--- src/rtl/bakraid_gfx_pkg.sv ---
// ============================================================================
// Module   : bakraid_gfx_pkg
// Purpose  : Shared types and constants for the Bakraid graphics-ROM arbiter.
// Revision : 1.0 - initial release
// ============================================================================
`default_nettype none

package bakraid_gfx_pkg;

   localparam int NREQ     = 4;
   localparam int IDXW     = 2;
   localparam int REQ_OBJ  = 0;
   localparam int REQ_SCR0 = 1;
   localparam int REQ_SCR1 = 2;
   localparam int REQ_SCR2 = 3;

   typedef enum logic [0:0] {
      ST_IDLE = 1'b0,
      ST_BUSY = 1'b1
   } state_t;

   // Bits needed for a watchdog counter that reaches the given limit.
   function automatic int cnt_width(input int limit);
      return $clog2(limit + 1);
   endfunction

endpackage

`default_nettype wire

--- src/rtl/bakraid_rr_pick.sv ---
// ============================================================================
// Module   : bakraid_rr_pick
// Purpose  : Combinational cyclic first-one finder: returns the first set
//            request bit at or after the pointer, wrapping around.
// Revision : 1.0 - initial release
// ============================================================================
`default_nettype none

module bakraid_rr_pick
   import bakraid_gfx_pkg::*;
(
   input  logic [NREQ-1:0] i_req,
   input  logic [IDXW-1:0] i_ptr,
   output logic [IDXW-1:0] o_win,
   output logic            o_vld
);

   logic [IDXW-1:0] w_idx;

   // Scan from farthest to nearest so the nearest hit is the one that sticks.
   always_comb begin
      o_win = i_ptr;
      o_vld = 1'b0;
      w_idx = i_ptr;
      for (int k = NREQ - 1; k >= 0; k--) begin
         w_idx = i_ptr + IDXW'(k);
         if (i_req[w_idx]) begin
            o_win = w_idx;
            o_vld = 1'b1;
         end
      end
   end

endmodule

`default_nettype wire

--- src/rtl/bakraid_gfx_arbiter.sv ---
// ============================================================================
// Module   : bakraid_gfx_arbiter
// Purpose  : Shares one graphics-ROM read port between the four GP9001 tile
//            fetchers (OBJ, SCR0, SCR1, SCR2) with round-robin arbitration
//            and a per-transaction watchdog.
// Config   : BAKRAID_GFXARB_OBJPRIO_EN - OBJ wins whenever eligible, scroll
//            layers round-robin among themselves.
// Revision : 1.0 - initial release
// ============================================================================
`default_nettype none

module bakraid_gfx_arbiter
   import bakraid_gfx_pkg::*;
#(
   parameter int AW      = 22,
   parameter int DW      = 32,
   parameter int TIMEOUT = 255
) (
   input  logic               CLK,
   input  logic               RESET,
   input  logic [NREQ-1:0]    REQ_CS,
   input  logic [NREQ*AW-1:0] REQ_ADDR,
   output logic [NREQ-1:0]    REQ_OK,
   output logic [NREQ*DW-1:0] REQ_DOUT,
   output logic               ROM_CS,
   output logic [AW-1:0]      ROM_ADDR,
   input  logic               ROM_OK,
   input  logic [DW-1:0]      ROM_DOUT,
   output logic               BUSY,
   output logic               TIMEOUT_ERR
);

   localparam int            CW       = cnt_width(TIMEOUT);
   localparam logic [CW-1:0] CNT_LAST = CW'(TIMEOUT - 1);

   state_t          r_state;
   logic [IDXW-1:0] r_ptr;
   logic [IDXW-1:0] r_win;
   logic [CW-1:0]   r_cnt;
   logic            r_rom_cs;
   logic [AW-1:0]   r_rom_addr;
   logic            r_err;

   logic [NREQ-1:0] w_req_ok;
   logic [NREQ-1:0] w_elig;
   logic [NREQ-1:0] w_pick_req;
   logic [IDXW-1:0] w_pick_win;
   logic            w_pick_vld;
   logic [IDXW-1:0] w_win;
   logic            w_vld;
   logic            w_adv;
   logic [AW-1:0]   w_sel_addr;
   logic            w_grant;
   logic            w_done;

   assign w_elig = REQ_CS & ~w_req_ok;

`ifdef BAKRAID_GFXARB_OBJPRIO_EN
   // OBJ bypasses the rotation; the pointer only tracks scroll grants.
   assign w_pick_req = w_elig & ~(NREQ'(1) << REQ_OBJ);
   assign w_win      = w_elig[REQ_OBJ] ? IDXW'(REQ_OBJ) : w_pick_win;
   assign w_vld      = w_elig[REQ_OBJ] | w_pick_vld;
   assign w_adv      = ~w_elig[REQ_OBJ];
`else
   assign w_pick_req = w_elig;
   assign w_win      = w_pick_win;
   assign w_vld      = w_pick_vld;
   assign w_adv      = 1'b1;
`endif

   bakraid_rr_pick u_pick (
      .i_req (w_pick_req),
      .i_ptr (r_ptr),
      .o_win (w_pick_win),
      .o_vld (w_pick_vld)
   );

   assign w_sel_addr = REQ_ADDR[w_win*AW +: AW];
   assign w_grant    = (r_state == ST_IDLE) & w_vld;
   // The first BUSY cycle (count 0) ignores ROM_OK: it may belong to the
   // previous address.
   assign w_done     = (r_state == ST_BUSY) & ROM_OK & (r_cnt != '0);

   // Transaction sequencer: grant, wait for data or watchdog, release.
   always_ff @(posedge CLK or negedge RESET) begin
      if (!RESET) begin
         r_state    <= ST_IDLE;
         r_ptr      <= '0;
         r_win      <= '0;
         r_cnt      <= '0;
         r_rom_cs   <= 1'b0;
         r_rom_addr <= '0;
         r_err      <= 1'b0;
      end else begin
         case (r_state)
            ST_IDLE: begin
               if (w_vld) begin
                  r_win      <= w_win;
                  r_rom_addr <= w_sel_addr;
                  r_rom_cs   <= 1'b1;
                  r_cnt      <= '0;
                  r_state    <= ST_BUSY;
                  if (w_adv) begin
                     r_ptr <= w_win + IDXW'(1);
                  end
               end
            end
            ST_BUSY: begin
               if (w_done) begin
                  r_rom_cs <= 1'b0;
                  r_state  <= ST_IDLE;
               end else if (r_cnt == CNT_LAST) begin
                  r_rom_cs <= 1'b0;
                  r_err    <= 1'b1;
                  r_state  <= ST_IDLE;
               end else begin
                  r_cnt <= r_cnt + 1'b1;
               end
            end
            default: r_state <= ST_IDLE;
         endcase
      end
   end

   generate
      for (genvar i = 0; i < NREQ; i++) begin : g_req
         logic [AW-1:0] r_gaddr;
         logic [DW-1:0] r_dout;
         logic          r_ok;
         logic          w_clr;
         logic          w_set;

         // Dropped CS or a new address invalidates the delivered word.
         assign w_clr = ~REQ_CS[i] | (REQ_ADDR[i*AW +: AW] != r_gaddr);
         assign w_set = w_done & (r_win == IDXW'(i));

         // Per-requester grant address, read data and sticky data-valid.
         always_ff @(posedge CLK or negedge RESET) begin
            if (!RESET) begin
               r_gaddr <= '0;
               r_dout  <= '0;
               r_ok    <= 1'b0;
            end else begin
               if (w_grant && (w_win == IDXW'(i))) begin
                  r_gaddr <= w_sel_addr;
               end
               if (w_set) begin
                  r_dout <= ROM_DOUT;
               end
               r_ok <= ~w_clr & (w_set | r_ok);
            end
         end

         assign w_req_ok[i]            = r_ok;
         assign REQ_DOUT[i*DW +: DW]   = r_dout;
      end
   endgenerate

   assign REQ_OK      = w_req_ok;
   assign ROM_CS      = r_rom_cs;
   assign ROM_ADDR    = r_rom_addr;
   assign BUSY        = (r_state == ST_BUSY);
   assign TIMEOUT_ERR = r_err;

endmodule

`default_nettype wire

--- config.mk ---
export PLATFORM = sky130hd
export DESIGN_NAME = bakraid_gfx_arbiter
export DESIGN_NICKNAME = d
export VERILOG_FILES = /design/src/rtl/bakraid_gfx_pkg.sv /design/src/rtl/bakraid_rr_pick.sv /design/src/rtl/bakraid_gfx_arbiter.sv
export SDC_FILE = /design/constraint.sdc
export NUM_CORES = 1
export LEC_CHECK = 0
export BUFFER_PORTS_ARGS = -buffer_cell sky130_fd_sc_hd__buf_2
export CORE_ASPECT_RATIO = 1.25
export CORE_UTILIZATION = 35
export CTS_BUF_LIST = sky130_fd_sc_hd__clkbuf_8
export DETAILED_ROUTE_END_ITERATION = 6
export PLACE_DENSITY = 0.6
export SYNTH_ARGS = -nofsm -noshare
export SYNTH_HDL_FRONTEND = slang
export SYNTH_SLANG_ARGS = --single-unit
--- constraint.sdc ---
create_clock -name CLK -period 5.7 [get_ports CLK]
set_input_delay 0.855 -clock CLK [delete_from_list [all_inputs] [get_ports CLK]]
set_output_delay 0.855 -clock CLK [all_outputs]
set_load 0.005 [all_outputs]
==> results of run 1 <==
==> metal layers <==
| layer | vias to the layer above | routed length (µm) |
|---|---|---|
| li1 | 3617 | - |
| met1 | 3927 | 13400 |
| met2 | 334 | 15400 |
| met3 | 64 | 2570 |
| met4 | 10 | 754 |
| met5 | - | 55 |
==> cell families (layout without fill, tap and decap cells) <==
family / Yosys count / after routing / share of synthesized area (%)
AOI/OAI and AO/OA: 88 / 88 / 5.48
xor gates and xnor gates: 94 / 94 / 6.83
and+or+nand+nor: 107 / 107 / 5.05
muxes: 238 / 238 / 25.3
buffers and inverters: 56 / 379 / 3.59
other: 0 / 1 / 0
DFF: 257 / 257 / 53.4
adders and majority gates: 3 / 3 / 0.312
==> per-stage QoR <==
step	cells	hold slack, ns	setup WS, ns
finish	1590	0.326	2.30
detailed placement	1510	0.462	1.70
global placement	1510	0.455	1.79
global route	1590	0.355	2.05
CTS	1589	0.350	2.28
floorplan	843	0.466	3.17
==> power by group through the flow <==
stage	combinational, W	sequential [W]	clock (W)
after floorplan	0.00203	0.00325	0
after global placement	0.00298	0.00328	0
after detailed placement	0.00304	0.00330	0
after CTS	0.00305	0.00328	0.00173
after global routing	0.00330	0.00340	0.00181
final	0.00302	0.00328	0.00166
==> state kept, by name, indices dropped and copies added, names as in the netlist <==
name	flops
ROM_ADDR	22
g_req.r_dout	128
g_req.r_gaddr	88
ROM_CS	1
BUSY	1
TIMEOUT_ERR	1
r_ptr	2
r_cnt	8
r_win	2
g_req.r_ok	4
==> worst max-delay path: cells and delay by family, from the launching register on <==
kind / cells / cell delay, ns
simple gates: 3 / 1.53
mux: 1 / 0.47
compound gates: 2 / 0.84
flops: 1 / 0.44
==> worst max path at each step <==
stage,start,end,slack [ns],cells past startpoint
after floorplan,REQ_CS[0],g_req[2].r_gaddr[10],3.17,9
after detailed placement,REQ_CS[0],g_req[2].r_gaddr[21],1.70,7
final,g_req[3].r_ok,g_req[3].r_gaddr[5],2.30,6
after global placement,REQ_CS[0],g_req[2].r_gaddr[0],1.79,7
after global routing,g_req[1].r_ok,g_req[2].r_gaddr[21],2.05,6
after CTS,g_req[1].r_ok,g_req[2].r_gaddr[21],2.28,6
==> layout make-up <==
| type | count | share of cell area (%) |
|---|---|---|
| Clock inverter | 29 | 1.27 |
| Multi-Input combinational cell | 530 | 35.7 |
| Antenna cell | 1 | 0.0172 |
| Sequential cell | 257 | 44.1 |
| Timing Repair Buffer | 291 | 10.3 |
| Clock buffer | 50 | 4.72 |
| Inverter | 9 | 0.232 |
| Tap cell | 423 | 3.63 |
==> Yosys cell counts (3+ instances only) <==
| master | n |
|---|---|
| dfrtp_1 | 257 |
| mux2_4 | 107 |
| mux2_2 | 68 |
| xor2_1 | 64 |
| mux2_1 | 39 |
| nor2_1 | 35 |
| xnor2_1 | 30 |
| mux2i_1 | 24 |
| a21oi_1 | 22 |
| nor4_1 | 17 |
| nand4_1 | 15 |
| a221oi_1 | 13 |
| a2111oi_0 | 12 |
| a21boi_0 | 11 |
| clkbuf_1 | 11 |
| a211oi_1 | 10 |
| buf_4 | 10 |
| buf_6 | 10 |
| buf_2 | 9 |
| inv_1 | 9 |
| nand2_1 | 9 |
| buf_12 | 6 |
| nor3_1 | 6 |
| nand3_1 | 5 |
| o21ai_0 | 5 |
| nand2b_1 | 4 |
| ha_1 | 3 |
| nor3_4 | 3 |
| o22ai_1 | 3 |
==> placed cells by master (no fill, tap or decap), drive strengths merged, types with 2 or more instances in the layout <==
cell type	count
a221oi	13
nand3	5
nand2b	4
clkinv	6
xor2	64
a2111oi	12
nor4	17
buf	291
and3	2
ha	3
inv	29
a31o	2
nor2b	2
a21oi	22
o21ai	6
nand4	16
nor2	36
bufinv	2
nor3	9
mux2i	24
clkbuf	50
o22ai	3
a211oi	12
nand2	12
a21boi	11
mux2	214
xnor2	30
dfrtp	257
==> reports/results.txt, run 1 <==
Worst Max-Slew Pin Slew - 1.16 ns
gr usage total - 18.4%
f_max - 294 MHz
setup TNS - 0 ns
Final GP Congestion - 0.848
Post-synth top flop - dfrtp_1
Leak - 6.92 nW
clock sinks - 257
PD cells - 547 nW/µm²
Mean Syn Cell Area - 14.3 µm²
drt pass-1 iters - 4
WP data required - 6.16 ns
busiest grt layer - met2
pins over their slew limit - 0
RSZ-0062 raised after global routing - false
worst-path fanout max - 22
Max Cap Viol - 0
Via density - 5.00
overall power - 0.00797 W
internal power - 0.00534 W
CTS buffer count - 44
CP max stage delay - 0.73 ns
Residual DRC - 0
clock root buffer - clkbuf_8
register area share after synthesis - 53.4%
crit end category - flop
combinational share of power - 37.9%
Switch Pwr - 0.00262 W
Filler cells - 3,163
I/O Pins - 284
cell count after synthesis - 843
R2R cell count - 6
initial core utilization - 35.8%
Die Area - 35,200 µm²
antenna viol nets, final - 0
area delta synth->final - 21.0%
Crit Reg-Reg Startpoint - g_req[3].r_ok
max_slew headroom - 22.3%
PostCTS Resize Cnt - 0
slowest CP cell - a211oi_2
largest area contributor in the netlist - dfrtp_1
final period utilization - 59.7%
Die Span Y - 209 µm
Flop pwr share - 41.2%
VDD IR-drop max - 291 µV
top cells by area, synth - dfrtp_1 (53%), mux2_4 (13%), mux2_2 (6.4%), xor2_1 (4.7%), mux2_1 (3.6%)
Fin. Hold Viols - 0
global-route wire length before repair - 49.4 mm
H-tree lvl count - 2
kind of critical path - flop to flop
post-synth net total - 973
vias in the first global route - 8,299
buffers added on ports - 283
post-CTS setup buffer count - 0
Routed WL - 32.2 mm
GR Util met2 - 31.3%
ys async rst share - 100%
Hold Buf Count CTS - 0
R2R Path End - g_req[3].r_gaddr[5]
Yosys cell types - 50
# rows - 75
synthesized area - 12,000 µm²
dpl hpwl - 23.3 mm
largest net degree at the start of global routing - 153
Clock Path Buffers - 3
Hold Path Class - input port to asynchronous set/reset pin
die width - 168 µm
Worst-path clk slew - 0.06 ns
initial antenna violation count - 6
later-pin clock latency in the skew report - 0.58 ns
layout cell share with drive strength beyond 1 - 46.7%
Overflow after GRT - 0
routing usage on met1 - 22.4%
Clock power frac - 20.9%
Tmin final - 3.40 ns
CP Data Arrival Time - 3.87 ns
starting DRC count in detailed routing - 468
Synth Register Bits - 257
dpl cell area - 13,700 µm²
Final Cell Area - 14,600 µm²
outcome - finished clean
worst clock skew - 0.0292 ns
Post-synth EDFFs - 0
WL/cell - 20.2 µm
core area - 33,700 µm²
Via Count - 7,952
CP Cell Sequence - and2b_1, o22ai_1, a211oi_2, and3_1, nand2_2, mux2_4
footprint of the multi-input gates - 5210 µm²
Critical Path Start Type - flop
NumNets Final - 1,263
switching portion of total power - 32.9%
register area - 6430 µm²
top-area cell type share of the netlist area - 53.4%
Util after Layout - 43.3%
Final Setup Violations - 0
YS warnings - 0
met3 GRT Util - 5.64%
CTS tree - done
r2r setup slk - 2.30 ns
No activity file was read; power rests on OpenSTA's default activity.
==> run 2: changes to the inputs <==
==> constraint.sdc (replaced) <==
create_clock -name CLK -period 3.2 [get_ports CLK]
set_input_delay 0.48 -clock CLK [delete_from_list [all_inputs] [get_ports CLK]]
set_output_delay 0.48 -clock CLK [all_outputs]
set_load 0.005 [all_outputs]
==> run 2 against run 1 <==
Net effect: setup slack worse by 1.9 ns; global-route usage shrank 0.091 points; non-clock buffer count grew 14; utilization is 0.73 points higher; clock power is 92% higher; first-iteration DRC count fell by 7.3%; sequential share of layout area decreased by 0.73 points; combinational power is 82% higher; register-to-register slack lost 1.9 ns; highest routed layer unchanged.
==> reports/results.txt, run 2 (synthesis results as in run 1) <==
I/O Pins - 284
most frequent cells in the layout - buf_2 (282), dfrtp_1 (257), mux2_4 (107), mux2_2 (68), xor2_1 (64)
f_max - 353 MHz
gr usage total - 18.3%
setup TNS - 0 ns
worst slack at placement - 0.350 ns
layout cell share with drive strength beyond 1 - 48.4%
post-route worst setup slack - 0.366 ns
CP Data Arrival Time - 3.28 ns
worst clock skew - 0.0173 ns
Inst Count DP - 1,523
PostCTS Resize Cnt - 0
starting DRC count in detailed routing - 434
Switch Pwr - 0.00478 W
Overflow after GRT - 0
Top delay family on crit path - simple AND/OR/NAND/NOR gates
final period utilization - 88.6%
VDD IR-drop max - 429 µV
worst-path fanout max - 22
outcome - finished clean
initial antenna violation count - 3
Hold Path Class - input port to flop
Via density - 4.99
antenna viol nets, final - 0
Clock power frac - 21.9%
dpl hpwl - 23.8 mm
Leak - 7.02 nW
Die Area - 35,200 µm²
core area - 33,700 µm²
Residual DRC - 0
Worst Max-Slew Pin Slew - 0.889 ns
# rows - 75
later-pin clock latency in the skew report - 0.57 ns
post-CTS setup buffer count - 0
NumNets Final - 1,278
WHS Path Cells - 3
Clock Path Buffers - 3
Via Count - 8,008
max reg flops - 128
switching portion of total power - 32.9%
Final GP Congestion - 0.783
Final Cell Area - 14,800 µm²
CP Cell Sequence - inv_1, ha_1, or4b_4, o41a_4, nand2_8, nor3_4, buf_4, mux2_2
Crit Reg-Reg Startpoint - r_cnt[0]
H-tree lvl count - 2
RSZ-0062 raised after global routing - false
Die Span Y - 209 µm
max_slew headroom - 40.5%
most common cell after layout, fill and taps aside - buf_2
R2R cell count - 8
Most flops, register - g_req.r_dout
CP max stage delay - 0.67 ns
R2R Path End - g_req[3].r_dout[0]
internal power - 0.00976 W
Post-Layout Cell Count - 1,606
footprint of the multi-input gates - 5210 µm²
Routed WL - 32.3 mm
largest net degree at the start of global routing - 84
Hold Buf Count CTS - 1
PD cells - 981 nW/µm²
Fin. Hold Viols - 0
slowest CP cell - nor3_4
clock sinks - 257
vias in the first global route - 8,209
Critical Path Start Type - flop
Tmin final - 2.83 ns
global-route wire length before repair - 49.5 mm
CP bufs+invs - 2
die width - 168 µm
r2r setup slk - 0.37 ns
dpl cell area - 13,800 µm²
CTS buffer count - 45
Inserted Diodes - 0
Worst-path clk slew - 0.07 ns
WHS Endpoint - g_req[0].r_ok
kind of critical path - flop to flop
drt pass-1 iters - 5
buffers added on ports - 283
crit end category - flop
clock root buffer - clkbuf_8
pins over their slew limit - 0
WL/cell - 20.1 µm
Final Setup Violations - 0
CTS tree - done
Flop pwr share - 40.3%
Util after Layout - 44.0%
Max Cap Viol - 0
min-delay src - REQ_CS[0]
WP data required - 3.65 ns
Filler cells - 3,154
area delta synth->final - 23.0%
combinational share of power - 37.9%
register area - 6430 µm²
initial core utilization - 35.8%
[run 2: cell types whose count changed in the layout (fill, tap and decap cells not counted), moves of 4 or more]
cell	delta
inv_1	-11
clkbuf_8	+10
buf_4	+9
buf_12	+4
clkinv_2	+4
[run 2: worst max path at each step]
stage                        start            endpoint  slack, ns  cells after the start
final                     r_cnt[0]  g_req[3].r_dout[0]       0.37                      8
after global routing      r_cnt[0]  g_req[3].r_dout[0]       0.23                      8
after global placement    r_cnt[0]  g_req[3].r_dout[0]       0.44                      8
after CTS                 r_cnt[0]  g_req[3].r_dout[0]       0.34                      8
after floorplan           r_cnt[0]  g_req[1].r_dout[0]       0.96                      7
after detailed placement  r_cnt[0]  g_req[3].r_dout[0]       0.35                      8
[run 2: per-layer routing]
metal / up-vias / track usage [%] / part of all wire, %
met3: 57 / 4.92 / 7.6
li1: 3657 / - / -
met2: 352 / 30.4 / 48
met1: 3936 / 23.1 / 42
met4: 6 / 5.92 / 2.3
met5: - / 0 / 0.11
[run 2: metrics by stage]
step / power, W / hold slack (ns)
final: 0.0145 / 0.160
after global routing: 0.0155 / 0.137
after CTS: 0.0147 / 0.0998
after detailed placement: 0.0114 / 0.487
after global placement: 0.0113 / 0.483
after floorplan: 0.00940 / 0.184
[run 2: worst register-to-register path: cells and delay by family, from the launching register on]
family	cells	cell delay, ns
AND/OR/NAND/NOR	3	0.96
flip-flops	1	0.37
adder cells (fa/ha/maj)	1	0.20
buffers and inverters	2	0.63
multiplexers	1	0.40
AO/OA/AOI/OAI	1	0.16
[run 2: power by group through the flow]
stage	sequential [W]	combinational, W	clock, W
final	0.00586	0.00551	0.00318
after global routing	0.00604	0.00599	0.00343
after CTS	0.00585	0.00556	0.00330
after detailed placement	0.00588	0.00555	0
after global placement	0.00582	0.00544	0
after floorplan	0.00578	0.00361	0
[run 2: area by class of cell]
class                   instances  area share, %
clock buffers                  60           5.57
well taps                     423           3.57
multi-input cells             530           35.1
inverters                       9          0.228
repair buffers                305           11.2
flip-flops and latches        257           43.4
clock inverters                22          0.937
==> run 3: changes to the inputs <==
--- a/config.mk
+++ b/config.mk
@@ -6,11 +6,13 @@
 export NUM_CORES = 1
 export LEC_CHECK = 0
 export BUFFER_PORTS_ARGS = -buffer_cell sky130_fd_sc_hd__buf_2
+export CELL_PAD_IN_SITES_DETAIL_PLACEMENT = 1
+export CELL_PAD_IN_SITES_GLOBAL_PLACEMENT = 1
 export CORE_ASPECT_RATIO = 1.25
 export CORE_UTILIZATION = 35
 export CTS_BUF_LIST = sky130_fd_sc_hd__clkbuf_8
 export DETAILED_ROUTE_END_ITERATION = 6
-export PLACE_DENSITY = 0.6
+export PLACE_DENSITY = 0.7
 export SYNTH_ARGS = -nofsm -noshare
 export SYNTH_HDL_FRONTEND = slang
 export SYNTH_SLANG_ARGS = --single-unit
==> run 3 against run 2 <==
Net effect: routed wire length is 9.5% higher; sequential cell count stayed put; sequential power hardly changed; maximum frequency is 3.4% higher; worst hold slack worse by 0.022 ns; sequential share of layout area hardly changed; clock power hardly changed; via count is 1.4% higher.
==> reports/results.txt, run 3 (synthesis results as in run 1) <==
core area - 33,700 µm²
Flop pwr share - 40.0%
worst slack at placement - 0.246 ns
RSZ-0062 raised after global routing - false
CP Cell Sequence - inv_1, ha_1, or4b_4, o41a_4, nand2_8, nor3_4, buf_4, mux2_2
I/O Pins - 284
Clock power frac - 21.6%
# rows - 75
area delta synth->final - 23.1%
Final Cell Area - 14,800 µm²
WHS Endpoint - g_req[3].r_ok
internal power - 0.00976 W
die width - 168 µm
setup TNS - 0 ns
max_slew headroom - 41.3%
Routed WL - 35.4 mm
Switch Pwr - 0.00493 W
dpl cell area - 13,900 µm²
slowest CP cell - nor3_4
initial antenna violation count - 5
initial core utilization - 35.8%
Clock Path Buffers - 3
PD cells - 991 nW/µm²
dpl hpwl - 25.8 mm
R2R cell count - 8
Worst Max-Slew Pin Slew - 0.881 ns
most frequent cells in the layout - buf_2 (282), dfrtp_1 (257), mux2_4 (107), mux2_2 (68), xor2_1 (64)
Most flops, register - g_req.r_dout
critical path startpoint - r_cnt[0]
starting DRC count in detailed routing - 349
Final GP Congestion - 0.801
overall power - 0.0147 W
worst clock skew - 0.0367 ns
NumNets Final - 1,280
Hold Path Class - input port to flop
CP max stage delay - 0.57 ns
Via Count - 8,119
WP data required - 3.66 ns
H-tree lvl count - 2
Tmin final - 2.74 ns
drt pass-1 iters - 4
gr usage total - 20.4%
Die Span Y - 209 µm
combinational share of power - 38.4%
WHS Path Cells - 3
vias in the first global route - 8,981
CTS tree - done
VDD IR-drop max - 414 µV
R2R Path End - g_req[2].r_dout[0]
crit end category - flop
r2r setup slk - 0.46 ns
Worst-path clk slew - 0.06 ns
most common cell after layout, fill and taps aside - buf_2
final period utilization - 85.7%
CP Data Arrival Time - 3.20 ns
Max Cap Viol - 0
layout cell share with drive strength beyond 1 - 47.8%
global-route wire length before repair - 54.5 mm
buffers added on ports - 283
f_max - 365 MHz
PostCTS Resize Cnt - 0
worst-path fanout max - 24
outcome - finished clean
switching portion of total power - 33.6%
post-route worst setup slack - 0.458 ns
pins over their slew limit - 0
post-CTS setup buffer count - 0
Fin. Hold Viols - 0
largest net degree at the start of global routing - 104
max reg flops - 128
Overflow after GRT - 0
Leak - 7.04 nW
min-delay src - REQ_CS[3]
hold slack - 0.138 ns
clock sinks - 257
clock root buffer - clkbuf_8
Crit Reg-Reg Startpoint - r_cnt[0]
Die Area - 35,200 µm²
Critical Path Start Type - flop
Hold Buf Count CTS - 1
Final Setup Violations - 0
CTS buffer count - 45
WL/cell - 22.0 µm
later-pin clock latency in the skew report - 0.60 ns
Via density - 5.05
antenna viol nets, final - 0
kind of critical path - flop to flop
Residual DRC - 0
==> run 3: changes by cell type in the layout (fill, tap and decap cells not counted) <==
cell and delta:
clkinv_8 +1, inv_1 +7, diode_2 +1, buf_4 +2, clkinv_2 -8, clkinvlp_4 -2, inv_8 +1, inv_6 -1
==> run 3: through the flow <==
stage / instances / utilization (%)
after floorplan: 843 / -
after global placement: 1525 / 41.1
after detailed placement: 1525 / 41.1
after CTS: 1606 / 44.0
after global routing: 1607 / 44.0
final: 1607 / 44.0
==> run 3: worst max-delay path by stage <==
stage	endpoint	slack (ns)	cells after the start
global route	g_req[2].r_dout[0]	0.28	8
global placement	g_req[1].r_gaddr[8]	0.38	7
detailed placement	g_req[1].r_gaddr[14]	0.25	7
floorplan	g_req[1].r_dout[0]	0.96	7
finish	g_req[2].r_dout[0]	0.46	8
CTS	g_req[2].r_dout[0]	0.37	8
==> run 3: metal layers <==
layer  track usage [%]  part of all wire, %  up-vias
li1                  -                    -     3659
met3              5.66                  7.1       66
met4              6.07                  2.4        6
met1              23.6                   40     4073
met2              36.4                   50      315
met5                 0                0.096        -
==> run 3: power groups by stage <==
stage | logic [W] | clock network (W) | registers [W]
6_report | 0.00564 | 0.00318 | 0.00588
4_1_cts | 0.00572 | 0.00329 | 0.00588
3_3_place_gp | 0.00550 | 0 | 0.00581
5_1_grt | 0.00616 | 0.00342 | 0.00607
3_5_place_dp | 0.00567 | 0 | 0.00590
2_1_floorplan | 0.00361 | 0 | 0.00578
==> run 3: final cells by class <==
type,count,area [µm²]
antenna,1,2.50
clock buffer,60,826
clock inverter,20,129
fill,3594,18900
inverter,9,33.8
multi-input combinational,530,5210
sequential,257,6430
tap,423,529
timing repair buffer,307,1670
==> run 3: critical path: cells and delay by family, from the launching register on <==
| family | cells | cell delay, ns |
|---|---|---|
| AOI/OAI and AO/OA | 1 | 0.16 |
| DFF | 1 | 0.38 |
| buffers and inverters | 2 | 0.62 |
| and+or+nand+nor | 3 | 0.86 |
| adders and majority gates | 1 | 0.20 |
| muxes | 1 | 0.39 |
